## config.mk

```make
export PLATFORM = sky130hd
export DESIGN_NAME = keypad_scan_ctrl
export DESIGN_NICKNAME = d
export VERILOG_FILES = /design/src/rtl/keypad_scan_ctrl.sv
export SDC_FILE = /design/constraint.sdc
export NUM_CORES = 1
export LEC_CHECK = 0
export CAP_MARGIN = 25
export CORE_ASPECT_RATIO = 1.75
export CORE_UTILIZATION = 45
export DETAILED_ROUTE_END_ITERATION = 10
export MAX_ROUTING_LAYER = met4
export PLACE_DENSITY = 0.75
export SYNTH_ARGS = -nofsm -noshare
export SYNTH_HDL_FRONTEND = slang
export SYNTH_SLANG_ARGS = --single-unit
```

## constraint.sdc

```tcl
create_clock -name clk -period 2.4 [get_ports clk]
set_input_delay 0.36 -clock clk [delete_from_list [all_inputs] [get_ports clk]]
set_output_delay 0.36 -clock clk [all_outputs]
set_load 0.01 [all_outputs]
```

## src/rtl/keypad_scan_ctrl.sv

```systemverilog
`default_nettype none
// ============================================================================
// Module   : keypad_scan_ctrl
// Brief    : 4x4 matrix keypad scanner with press/release debounce and a
//            single key-code strobe per physical keypress.
// Revision : 1.0 - initial release
// ============================================================================
module keypad_scan_ctrl #(
    parameter int SCAN_DIV        = 4,
    parameter int DEBOUNCE_CYCLES = 8
) (
    input  logic       clk,
    input  logic       rst,
    input  logic [3:0] fila,
    output logic [3:0] columna,
    output logic [3:0] key_code,
    output logic       key_valid,
    output logic       busy
);

    localparam int c_dw = (SCAN_DIV > 1) ? $clog2(SCAN_DIV) : 1;
    localparam int c_cw = (DEBOUNCE_CYCLES > 1) ? $clog2(DEBOUNCE_CYCLES) : 1;

    localparam logic [c_dw-1:0] c_dwell_last = c_dw'(SCAN_DIV - 1);
    localparam logic [c_cw-1:0] c_cnt_last   = c_cw'(DEBOUNCE_CYCLES - 1);
    localparam logic [c_cw-1:0] c_cnt_one    = c_cw'(1);

    localparam logic [1:0] c_scan  = 2'd0;
    localparam logic [1:0] c_deb_p = 2'd1;
    localparam logic [1:0] c_hold  = 2'd2;
    localparam logic [1:0] c_deb_r = 2'd3;

    logic [1:0]      r_state;
    logic [3:0]      r_fila_m;
    logic [3:0]      r_fila_s;
    logic [c_dw-1:0] r_dwell;
    logic [c_cw-1:0] r_cnt;
    logic [1:0]      r_row;
    logic [1:0]      r_col;
    logic [3:0]      r_columna;
    logic [3:0]      r_key_code;
    logic            r_key_valid;

    logic [1:0]      w_prio_row;
    logic [1:0]      w_col_idx;
    logic [3:0]      w_col_next;
    logic            w_row_hit;

    // Row 0 wins when several rows of the scanned column are active.
    always_comb begin
        w_prio_row = 2'd0;
        if (r_fila_s[0])      w_prio_row = 2'd0;
        else if (r_fila_s[1]) w_prio_row = 2'd1;
        else if (r_fila_s[2]) w_prio_row = 2'd2;
        else if (r_fila_s[3]) w_prio_row = 2'd3;
    end

    always_comb begin
        w_col_idx = 2'd0;
        case (r_columna)
            4'b0010: w_col_idx = 2'd1;
            4'b0100: w_col_idx = 2'd2;
            4'b1000: w_col_idx = 2'd3;
            default: w_col_idx = 2'd0;
        endcase
    end

    assign w_col_next = {r_columna[2:0], r_columna[3]};
    assign w_row_hit  = r_fila_s[r_row];

    always_ff @(posedge clk or posedge rst) begin
        if (rst) begin
            r_state     <= c_scan;
            r_fila_m    <= 4'h0;
            r_fila_s    <= 4'h0;
            r_dwell     <= '0;
            r_cnt       <= '0;
            r_row       <= 2'd0;
            r_col       <= 2'd0;
            r_columna   <= 4'b0001;
            r_key_code  <= 4'h0;
            r_key_valid <= 1'b0;
        end else begin
            r_fila_m    <= fila;
            r_fila_s    <= r_fila_m;
            r_key_valid <= 1'b0;
            case (r_state)
                c_scan: begin
                    if (r_dwell == c_dwell_last) begin
                        r_dwell <= '0;
                        if (|r_fila_s) begin
                            r_row   <= w_prio_row;
                            r_col   <= w_col_idx;
                            r_cnt   <= '0;
                            r_state <= c_deb_p;
                        end else begin
                            r_columna <= w_col_next;
                        end
                    end else begin
                        r_dwell <= r_dwell + 1'b1;
                    end
                end
                c_deb_p: begin
                    if (w_row_hit) begin
                        if (r_cnt == c_cnt_last) begin
                            r_key_valid <= 1'b1;
                            r_key_code  <= {r_row, r_col};
                            r_cnt       <= '0;
                            r_state     <= c_hold;
                        end else begin
                            r_cnt <= r_cnt + 1'b1;
                        end
                    end else begin
                        r_cnt     <= '0;
                        r_dwell   <= '0;
                        r_columna <= w_col_next;
                        r_state   <= c_scan;
                    end
                end
                c_hold: begin
                    // The first low sample already counts toward release.
                    if (!w_row_hit) begin
                        r_cnt   <= c_cnt_one;
                        r_state <= c_deb_r;
                    end
                end
                c_deb_r: begin
                    if (w_row_hit) begin
                        r_cnt   <= '0;
                        r_state <= c_hold;
                    end else if (r_cnt == c_cnt_last) begin
                        r_cnt     <= '0;
                        r_dwell   <= '0;
                        r_columna <= w_col_next;
                        r_state   <= c_scan;
                    end else begin
                        r_cnt <= r_cnt + 1'b1;
                    end
                end
                default: r_state <= c_scan;
            endcase
        end
    end

    assign columna   = r_columna;
    assign key_code  = r_key_code;
    assign key_valid = r_key_valid;
    assign busy      = (r_state != c_scan);

endmodule
`default_nettype wire
```

==> Yosys cells after proc, flatten, opt, wreduce, memory -nomap -nowiden <==
Cells that the tools add are included.
{ "classes": {"n_addsub": 2, "magnitude_cmp": 1, "n_eq_ne": 17, "muxes": 35, "n_reduce_logical": 10} }
{ "ops": {"columns": ["op", "count"], "rows": [
  ["$mux 2", 14],
  ["$mux 4", 5],
  ["$mux 3", 6],
  ["$ne 2x2->1 const B", 7],
  ["$pmux 2 s3", 2],
  ["$pmux 3 s4", 1],
  ["$pmux 4 s3", 1],
  ["$reduce_and 3->1", 3],
  ["$pmux 2 s4", 1],
  ["$eq 2x2->1 const B", 3],
  ["$ne 3x3->1 const B", 2],
  ["$reduce_and 6->1", 1],
  ["$reduce_and 5->1", 1],
  ["$eq 4x2->1 const B", 1],
  ["$eq 4x3->1 const B", 1],
  ["$eq 4x4->1 const B", 1],
  ["$mux 1", 4],
  ["$reduce_and 4->1", 1],
  ["$reduce_or 4->1", 1],
  ["$add 3x1->3 const B", 1],
  ["$eq 3x3->1 const B", 1],
  ["$lt 2x3->1 const B", 1],
  ["$reduce_bool 3->1", 1],
  ["$add 2x1->2 const B", 1],
  ["4 further kinds", 4]
]} }
{ "totals": {"ff_bits": 28, "inputBits": 6, "output_inout_bits": 10, "word_cells": 75} }

==> Longest topological paths before layout <==
Gate-level depths: netlist of run 1.
{ "depth": {"depth_word": 4, "depth_mapped": 5, "ltp_nobuf": 5} }

==> Worst setup path before layout of run 1 <==
Ideal clock, no wire load.
{ "synth_timing": {"kind": "flip-flop to flip-flop", "start": "reg r_fila_s[3]", "end": "reg r_columna[2], in the netlist columna[2]", "setup_time_ns": 0.128, "arrival_time_ns": 1.582, "required_ns": 2.272, "slack_ns": 0.690, "path_stages_with_launch": 4, "n_path_buf": 0, "synth_period_minus_slack_ns": 1.710, "cell_sequence": "dfrtp_1 -> mux4_2 -> o32ai_4 -> mux2_1"} }
{ "synth_via": {"elab_chain_cells": 4, "elab_cells_between_ends": 7, "cone_classes": "3 x eq/ne; 2 x mux; 2 x reduce/logical"} }
{ "synth_rtl": {"columns": ["item", "line_no", "rtl"], "rows": [
  ["start, declared", "35", "logic [3:0] r_fila_s;"],
  ["start signal, assigned", "85", "r_fila_s <= r_fila_m;"],
  ["$bmux 1 s2", "69", "assign w_row_hit = r_fila_s[r_row];"],
  ["$mux 1 (implied by the code)", "69", null],
  ["$ne 2x2->1 (no source line)", null, null],
  ["$reduce_and 6->1 (no source line) *", null, null],
  ["end signal, assigned", "97", "r_columna <= w_col_next;"],
  ["end signal, assigned", "116", "r_columna <= w_col_next;"],
  ["end signal, assigned", "134", "r_columna <= w_col_next;"],
  ["end, declared", "40", "logic [3:0] r_columna;"]
]} }
Every way passes the cells marked *; elsewhere a longest branch is shown, timed or not. The select of a mux whose other input is x is not followed.
A chain may end at the register's enable or synchronous reset.

==> results of run 1 <==
## sequential cells by signal, indices dropped and copies added (netlist names), named ones only
signal	flops
r_col	2
r_row	2
r_dwell	2
r_state	1
key_code	4
key_valid	1
columna	4
r_fila_s	4
r_fila_m	4
r_cnt	3
## area by class of cell
cell class | instances | area share (%)
clock buffer | 4 | 3.66
tap | 27 | 2.24
inverter | 6 | 1.50
timing repair buffer | 18 | 11.5
multi-input combinational | 61 | 34.5
sequential | 28 | 46.6
## power breakdown
part	internal (W)	leakage [nW]	total, W	switching [W]
Clock	0.000147	0.0288	0.000290	0.000143
Sequential	0.000529	0.361	0.000574	0.0000456
Combinational	0.000179	0.300	0.000381	0.000201
## metrics by stage
stage	util, %	area (um^2)	total power [W]	setup slack [ns]
2_1_floorplan	-	1260	0.000871	0.690
3_3_place_gp	53.9	1450	0.000945	0.518
3_5_place_dp	53.9	1450	0.000966	0.476
4_1_cts	56.0	1510	0.00125	0.454
5_1_grt	56.0	1510	0.00131	0.375
6_report	56.0	1510	0.00125	0.459
## layer usage
layer	vias to the layer above	GRT usage, %
li1	394	-
met1	415	17.9
met2	23	30.9
met3	6	2.49
met4	0	10.4
met5	-	-
## Yosys cell counts (all sizes together)
cell     number  area share, %
o32ai         2            2.9
ha            4            4.0
or3b          2            1.4
nand2         3           0.89
dfrtp        27             54
a21oi         5            2.0
inv           6            1.8
o21ai         4            1.6
o31ai         1           0.60
buf           1           0.60
nor2          3           0.89
nand3         2           0.80
a21o          1           0.60
nor3          1           0.40
mux2          9            8.1
or4           1           0.60
mux2i         3            2.4
mux4          1            1.8
o211ai        2            1.2
o41ai         4            3.4
clkbuf        2           0.60
xnor2         3            2.1
and2          1           0.50
a22o          2            1.4
a221oi        1           0.70
dfstp         1            2.1
nor2b         4            2.0
o2bb2ai       1           0.70
or2           1           0.50
## worst max-delay path, stage by stage, from the launching register on
cell,delay (ns)
dfrtp_1,0.43
nor2_1,0.21
inv_1,0.15
clkdlybuf4s50_1,0.51
## worst max path at each step
stage	cells past startpoint	slack (ns)	to
after floorplan	3	0.69	columna[2]
after global placement	3	0.52	columna[1]
after detailed placement	3	0.48	columna[1]
after CTS	3	0.45	busy
after global routing	3	0.38	busy
final	3	0.46	busy
## cell usage in the layout (no fill, tap or decap), drive strengths merged
| cell type | Yosys | layout |
|---|---|---|
| mux2i | 3 | 3 |
| dfrtp | 27 | 27 |
| nor3 | 1 | 1 |
| o32ai | 2 | 2 |
| a21o | 1 | 1 |
| o31ai | 1 | 1 |
| a22o | 2 | 2 |
| o2bb2ai | 1 | 1 |
| xnor2 | 3 | 3 |
| nor2 | 3 | 3 |
| nand2 | 3 | 3 |
| mux4 | 1 | 1 |
| inv | 6 | 6 |
| o211ai | 2 | 2 |
| nor2b | 4 | 4 |
| nand3 | 2 | 2 |
| dfstp | 1 | 1 |
| clkbuf | 2 | 4 |
| or2 | 1 | 1 |
| or3b | 2 | 2 |
| mux2 | 9 | 9 |
| a21oi | 5 | 5 |
| or4 | 1 | 1 |
| buf | 1 | 3 |
| o41ai | 4 | 4 |
| a221oi | 1 | 1 |
| o21ai | 4 | 4 |
| and2 | 1 | 1 |
| clkdlybuf4s50 | 0 | 15 |
| ha | 4 | 4 |
## kinds of logic after synthesis
kind of cell    after synthesis
simple gates                 18
flops                        28
xor+xnor                      3
fa+ha+maj                     4
compound gates               23
mux                          13
buf+inv                       9
==> impl_metrics.csv, run 1 <==
group,metric,value,unit
finish,register_area,702,um^2
logic_synthesis,synth-seq-cells,28,
critical_path,r2r_start,"r_row[1]",
worst_hold_path,hp-start,"r_fila_m[0]",
grt,grt_usage,17.5,%
timing,fin_hold_ws,0.362,ns
worst_hold_path,whs_path_depth,0,
critical_path,worst-r2r-setup-slack,0.46,ns
finish,diodes,0,
logic_synthesis,synth_compound_area_share,15.0,%
grt,grt_overflow,0,
floorplanning,initial_core_util,46.8,%
clocking,cts_tree,"done",
clocking,root_buffer,"clkbuf_8",
clocking,cts.sink_count,28,
critical_path,crit_arrival,1.58,ns
critical_path,critical_path_class,"reg2out",
clocking,postCtsHoldBufs,0,
timing,period_minus_slack,1.94,ns
grt,grt_max_degree,29,
grt,grt_pass1_vias,869,
clocking,cts_buffers,3,
timing,clock.fmax,515,MHz
timing,skew,0.00665,ns
logic_synthesis,synth_mux_area_share,12.2,%
route,wl_met2,1.28,mm
finish,multi_input_area,519,um^2
logic_synthesis,synthXorXnorAreaFrac,2.09,%
clocking,cts.repair.resized,0,
grt,antenna_found_initial,0,
logic_synthesis,ys_seq_area_share,55.8,%
logic_synthesis,yosysWarnings,0,
critical_path,r2r-end,"columna[2]",
outcome,status,"finished clean",
finish,fillers,215,
critical_path,critPathLaunchType,"flip-flop",
route,routed_wl,2.31,mm
route,routed-wl-met3,70,um
logic_synthesis,synth_area,0.00126,mm^2
timing,timing.setup.tns,0,ns
logic_synthesis,synth_cells,98,
placed_design,place_congestion,0.815,
worst_hold_path,hp-class,"reg2reg",
clocking,clk-insertion-delay-late,0.28,ns
placed_design,dp.final_hpwl,1.73,mm
route,highest-signal-layer,"met4",
timing,slew_headroom,46.8,%
critical_path,cp-end-kind,"output pin",
finish,finalNonFillerCells,144,
critical_path,required,2.04,ns
floorplanning,core-area,0.00269,mm^2
finish,nets,128,
logic_synthesis,syn-num-nets,108,
timing,setup_viol,0,
finish,drive_gt1_share,13.7,%
route,routedWlPerCell,16.0,um
critical_path,reg2reg_depth,3,
route,ant_nets,0,
clocking,htree_num_levels,1,
route,dr.pass1.iters,4,
timing,maxSlewViolCount,0,
floorplanning,io_pins,16,
route,drc,0,
finish,synthToLayoutAreaGrowth,19.6,%
logic_synthesis,yosysUniqueCellTypes,33,
floorplanning,die_h,72.0,um
clocking,clk_path_buf_depth,2,
route,wl_met1,898,um
logic_synthesis,syn_avg_cell_area,12.8,um^2
placed_design,portBuffers,15,
placed_design,place_inst,140,
clocking,cts_setup_buffers,0,
timing,rsz0062_at_grt,"no",
route,drt_iter0_markers,22,
route,vias_per_cell,5.82,
flow_run,maxCapViolCount,0,
timing,hold_viol_final,0,
timing,period_share,80.9,%
power,power_density,827,mW/mm^2
timing,worstMarginPinSlew,0.790,ns
power,p_leak,0.690,nW
clocking,clk_pin_slew,0.09,ns
route,num_vias,838,
critical_path,crit_fanout,6,
logic_synthesis,synth_top_family_by_area,"compound AO/OA/AOI/OAI gates",
worst_hold_path,min_to,"r_fila_s[0]",
floorplanning,num_rows,25,
floorplanning,dieArea,0.00302,mm^2
logic_synthesis,synth_fa_ha_area_share,3.98,%
logic_synthesis,synthSimpleGateAreaFrac,7.95,%
floorplanning,die_w,42.0,um
grt,grt_pass1_wl,3.86,mm
power,irDropWorstVdd,677,uV
(Power assumes the default switching activity.)
==> run 2, diff against run 1 <==
==> constraint.sdc (replaced) <==
create_clock -name clk -period 2 [get_ports clk]
set_input_delay 0.3 -clock clk [delete_from_list [all_inputs] [get_ports clk]]
set_output_delay 0.3 -clock clk [all_outputs]
set_load 0.01 [all_outputs]
==> run 2 against run 1 <==
  * Sequential power grew 24%
  * Clock-buffer cell count stayed put
  * Total power is 22% higher
  * Die area stayed put
  * Sequential cell count unchanged
  * Critical path depth is the same
  * Sequential share of layout area fell by 0.49 points
  * Clock power increased by 16%
  * Register-to-register slack got worse by 0.33 ns
  * Combinational power is 23% higher
  * Non-clock buffer count increased by 2
  * Core utilization rose by 0.70 points
==> impl_metrics.csv, run 2 (synthesis gave the netlist of run 1 again) <==
group,metric,value,unit
floorplanning,io_pins,16,
clocking,postCtsHoldBufs,0,
timing,maxSlewViolCount,0,
power,p_int,0.00105,W
grt,grt_max_degree,29,
outcome,status,"finished clean",
critical_path,crit_fanout,6,
finish,synthToLayoutAreaGrowth,21.1,%
power,power_density,998,mW/mm^2
clocking,cts_setup_buffers,0,
placed_design,place_congestion,0.887,
power,pwr-share-clk,22.1,%
finish,fin_area,0.00152,mm^2
route,vias_per_cell,5.86,
route,routed_wl,2.33,mm
grt,grt_overflow,0,
floorplanning,num_rows,25,
critical_path,r2r_start,"r_row[1]",
timing,period_minus_slack,1.87,ns
critical_path,worst-r2r-setup-slack,0.13,ns
critical_path,critical_path_class,"reg2reg",
route,dr.pass1.iters,4,
clocking,root_buffer,"clkbuf_8",
timing,worstMarginPinSlew,0.348,ns
route,num_vias,855,
timing,clock.fmax,534,MHz
finish,register_area,703,um^2
route,drc,0,
grt,antenna_found_initial,0,
critical_path,worst-path-stages,3,
power,power_frac_seq,47.0,%
placed_design,portBuffers,15,
worst_hold_path,whs_path_depth,0,
finish,nets,130,
timing,hold_viol_final,0,
power,p_leak,0.698,nW
grt,grt_pass1_wl,3.80,mm
critical_path,cp-end-kind,"flip-flop",
critical_path,timing.critical_path.from,"r_row[1]",
critical_path,cp_cell_sequence,"mux4_2 -> o32ai_4 -> mux2_1",
power,p_comb_share,30.9,%
finish,layout_common_cells,"26 x dfrtp_1, 15 x clkdlybuf4s50_1, 6 x inv_1, 6 x mux2_1",
finish,fillers,224,
floorplanning,core-area,0.00269,mm^2
floorplanning,die_w,42.0,um
timing,skew,0.00155,ns
finish,final_common_cell,"dfrtp_1",
grt,grt_usage,17.5,%
critical_path,cpMaxStageDelayCell,"mux4_2",
critical_path,required,2.15,ns
finish,diodes,0,
flow_run,maxCapViolCount,0,
floorplanning,die_h,72.0,um
timing,setup_viol,0,
clocking,clk_path_buf_depth,2,
floorplanning,initial_core_util,46.8,%
placed_design,dp.final_hpwl,1.76,mm
route,ant_nets,0,
timing,timing.setup.tns,0,ns
critical_path,cpPeakStageDelay,0.62,ns
critical_path,crit_arrival,2.03,ns
critical_path,r2r-end,"columna[2]",
timing,period_share,93.7,%
finish,multi_input_area,522,um^2
clocking,cts.sink_count,28,
route,routedWlPerCell,16.0,um
critical_path,cp-endpoint,"columna[2]",
clocking,htree_num_levels,1,
grt,grt_pass1_vias,882,
power,irDropWorstVdd,805,uV
worst_hold_path,hp-class,"reg2reg",
power,switching_share,31.0,%
critical_path,reg2reg_depth,3,
clocking,cts_buffers,3,
placed_design,dpl-instance-area,0.00147,mm^2
critical_path,critPathLaunchType,"flip-flop",
timing,slew_headroom,76.5,%
power,power.switching,0.000472,W
route,drt_iter0_markers,30,
critical_path,cp.buffers_inverters,0,
clocking,clk_pin_slew,0.09,ns
critical_path,cp_top_family,"multiplexers",
finish,drive_gt1_share,16.8,%
clocking,cts_tree,"done",
timing,rsz0062_at_grt,"no",
floorplanning,dieArea,0.00302,mm^2
clocking,clk-insertion-delay-late,0.27,ns
-- run 2: cell count changes in the layout (fill, tap and decap cells not counted), sizes merged --
cell,delta
buf,+2
-- run 2: layout make-up --
| type | instances | share of cell area (%) |
|---|---|---|
| repair buffers | 20 | 12.3 |
| multi-input cells | 61 | 34.2 |
| flip-flops and latches | 28 | 46.1 |
| inverters | 6 | 1.48 |
| clock buffers | 4 | 3.61 |
| well taps | 27 | 2.22 |
-- run 2: through the flow --
| step | utilization (%) | instances | setup WS, ns | hold WS (ns) | total power [W] |
|---|---|---|---|---|---|
| finish | 56.7 | 146 | 0.126 | 0.360 | 0.00152 |
| global route | 56.7 | 146 | 0.0412 | 0.374 | 0.00162 |
| CTS | 56.6 | 146 | 0.0627 | 0.363 | 0.00153 |
| detailed placement | 54.5 | 142 | 0.124 | 0.345 | 0.00119 |
| global placement | 54.5 | 142 | 0.186 | 0.333 | 0.00116 |
| floorplan | - | 98 | 0.290 | 0.331 | 0.00104 |
-- run 2: worst reg2reg max path, delay by kind of cell, from the launching register on --
kind | cells | cell delay, ns
multiplexers | 2 | 0.98
AO/OA/AOI/OAI | 1 | 0.38
flip-flops | 1 | 0.40
-- run 2: per-layer routing --
metal / vias to the layer above / track usage, % / wire [um]
met2: 27 / 32.1 / 1280
met4: 0 / 11.8 / 129
met3: 15 / 1.49 / 66
li1: 399 / - / -
met5: - / - / 0
met1: 414 / 16.8 / 852
-- run 2: timing repair --
action                                 in CTS  in global routing
pin swaps                                   0                  0
setup endpoints to repair                   1                  1
gates cloned                                0                  0
gates resized for setup                     1                  1
endpoints found under the hold margin       0                  0
-- run 2: power by group through the flow --
stage | logic [W] | clock network (W) | registers (W)
3_3_place_gp | 0.000446 | 0 | 0.000714
3_5_place_dp | 0.000468 | 0 | 0.000723
2_1_floorplan | 0.000357 | 0 | 0.000687
4_1_cts | 0.000470 | 0.000352 | 0.000712
5_1_grt | 0.000515 | 0.000372 | 0.000730
6_report | 0.000470 | 0.000336 | 0.000714
-- run 2: how the worst min path moves through the flow --
stage / end / startpoint / slack (ns)
after floorplan: r_fila_s[0] / r_fila_m[0] / 0.33
after detailed placement: r_fila_s[3] / r_fila_m[3] / 0.35
final: r_fila_s[1] / r_fila_m[1] / 0.36
after global placement: r_fila_s[2] / r_fila_m[2] / 0.33
after global routing: r_fila_s[1] / r_fila_m[1] / 0.37
after CTS: r_fila_s[3] / r_fila_m[3] / 0.36
==> run 3, diff against run 2 <==
--- a/config.mk
+++ b/config.mk
@@ -11,6 +11,7 @@
 export DETAILED_ROUTE_END_ITERATION = 10
 export MAX_ROUTING_LAYER = met4
 export PLACE_DENSITY = 0.75
+export REMOVE_ABC_BUFFERS = 1
 export SYNTH_ARGS = -nofsm -noshare
 export SYNTH_HDL_FRONTEND = slang
 export SYNTH_SLANG_ARGS = --single-unit
==> run 3 against run 2 <==
  * Sequential cell count is the same
  * Non-clock buffer count is the same
  * Via count shrank 0.70%
  * Combinational power shrank 2%
  * Critical endpoint is now busy
  * Setup slack gained 0.041 ns
  * Largest cell class unchanged
  * Register-to-register slack gained 0.05 ns
  * Total power is essentially flat
==> impl_metrics.csv, run 3 (synthesis gave the netlist of run 1 again) <==
group,metric,value,unit
finish,nets,130,
grt,grt_usage,18.3,%
finish,drive_gt1_share,16.8,%
placed_design,place_congestion,0.928,
critical_path,crit_arrival,1.53,ns
grt,grt_pass1_vias,922,
finish,final_common_cell,"dfrtp_1",
grt,grt_pass1_wl,4.07,mm
timing,worstMarginPinSlew,0.356,ns
critical_path,cp.buffers_inverters,2,
route,num_vias,849,
outcome,status,"finished clean",
power,switching_share,31.0,%
floorplanning,die_w,42.0,um
timing,clock.fmax,546,MHz
timing,period_minus_slack,1.83,ns
clocking,htree_num_levels,1,
clocking,clk-insertion-delay-late,0.27,ns
clocking,clk_pin_slew,0.09,ns
grt,grt_overflow,0,
floorplanning,core-area,0.00269,mm^2
timing,rsz0062_at_grt,"no",
worst_hold_path,hp-class,"reg2reg",
clocking,cts.sink_count,28,
floorplanning,io_pins,16,
grt,antenna_found_initial,0,
clocking,cts_tree,"done",
grt,grt_max_degree,29,
power,irDropWorstVdd,674,uV
critical_path,critPathLaunchType,"flip-flop",
floorplanning,num_rows,25,
timing,maxSlewViolCount,0,
finish,fin_util,56.7,%
route,routedWlPerCell,15.9,um
route,vias_per_cell,5.82,
power,power_density,998,mW/mm^2
placed_design,dpl-instance-area,0.00147,mm^2
route,dr.pass1.iters,4,
timing,hold_viol_final,0,
critical_path,cpMaxStageDelayCell,"dfrtp_1",
route,routed_wl,2.32,mm
timing,setup_viol,0,
power,power_frac_seq,46.7,%
floorplanning,dieArea,0.00302,mm^2
flow_run,maxCapViolCount,0,
timing,timing.setup.tns,0,ns
critical_path,cp-end-kind,"output pin",
power,p_leak,0.698,nW
route,ant_nets,0,
floorplanning,initial_core_util,46.8,%
finish,synthToLayoutAreaGrowth,21.1,%
floorplanning,die_h,72.0,um
critical_path,cpPeakStageDelay,0.48,ns
power,p_int,0.00105,W
placed_design,dp.final_hpwl,1.78,mm
route,drc,0,
clocking,root_buffer,"clkbuf_8",
route,drt_iter0_markers,26,
power,p_comb_share,30.3,%
finish,diodes,0,
critical_path,required,1.70,ns
power,pwr-share-clk,22.9,%
timing,period_share,91.7,%
placed_design,portBuffers,15,
critical_path,crit_fanout,10,
finish,layout_common_cells,"26 x dfrtp_1, 15 x clkdlybuf4s50_1, 6 x inv_1, 6 x mux2_1",
timing,slew_headroom,76.3,%
finish,fin_area,0.00152,mm^2
clocking,cts_buffers,3,
critical_path,cp_top_family,"buffers and inverters",
critical_path,critical_path_class,"reg2out",
critical_path,cp_cell_sequence,"nor2_2 -> inv_1 -> clkdlybuf4s50_1",
power,power,0.00152,W
power,power.switching,0.000472,W
timing,skew,0.00424,ns
clocking,clk_path_buf_depth,2,
run 3: cell counts in the layout (fill, tap and decap cells not counted):
Identical to the previous run, type by type.
run 3: timing repair:
action                     4_1_cts  5_1_grt
gates cloned                     0        0
resized for setup                1        1
setup endpoints to repair        1        1
hold buffers                     0        0
buffers inserted                 0        0
run 3: worst paths after layout:
path | start | end | slack (ns) | cells after the start
min in group asynchronous | rst | r_fila_s[3] | 0.40 | 3
setup / recovery | flip-flop | busy | 0.17 | 3
hold reg to reg | r_fila_m[1] | r_fila_s[1] | 0.36 | 0
max in group asynchronous | rst | columna[0] | 1.30 | 3
hold / removal | r_fila_m[1] | r_fila_s[1] | 0.36 | 0
setup reg to reg | r_fila_s[3] | columna[1] | 0.18 | 3
run 3: metrics by stage:
stage / instances / setup WS, ns / hold slack, ns
3_5_place_dp: 142 / 0.183 / 0.340
4_1_cts: 146 / 0.0495 / 0.361
5_1_grt: 146 / 0.0843 / 0.365
3_3_place_gp: 142 / 0.244 / 0.334
2_1_floorplan: 95 / 0.178 / 0.331
6_report: 146 / 0.167 / 0.357
run 3: layout make-up:
class / count / area [um^2]
fill: 233 / 1170
sequential: 28 / 703
multi-input combinational: 61 / 522
timing repair buffer: 20 / 188
clock buffer: 4 / 55.1
tap: 27 / 33.8
inverter: 6 / 22.5
run 3: per-layer routing:
layer	share of wire, %	track usage, %	vias to the layer above	routed length, um
li1	-	-	395	-
met1	37	18.1	431	856
met2	59	33.7	18	1360
met3	2.1	2.49	5	48
met4	2.2	9.68	0	50
met5	0	-	-	0
run 3: power groups by stage:
stage | Combinational, W | Clock [W] | Sequential [W]
after detailed placement | 0.000465 | 0 | 0.000721
after global routing | 0.000510 | 0.000379 | 0.000726
final | 0.000461 | 0.000349 | 0.000711
after floorplan | 0.000328 | 0 | 0.000698
after global placement | 0.000443 | 0 | 0.000713
after CTS | 0.000469 | 0.000355 | 0.000711
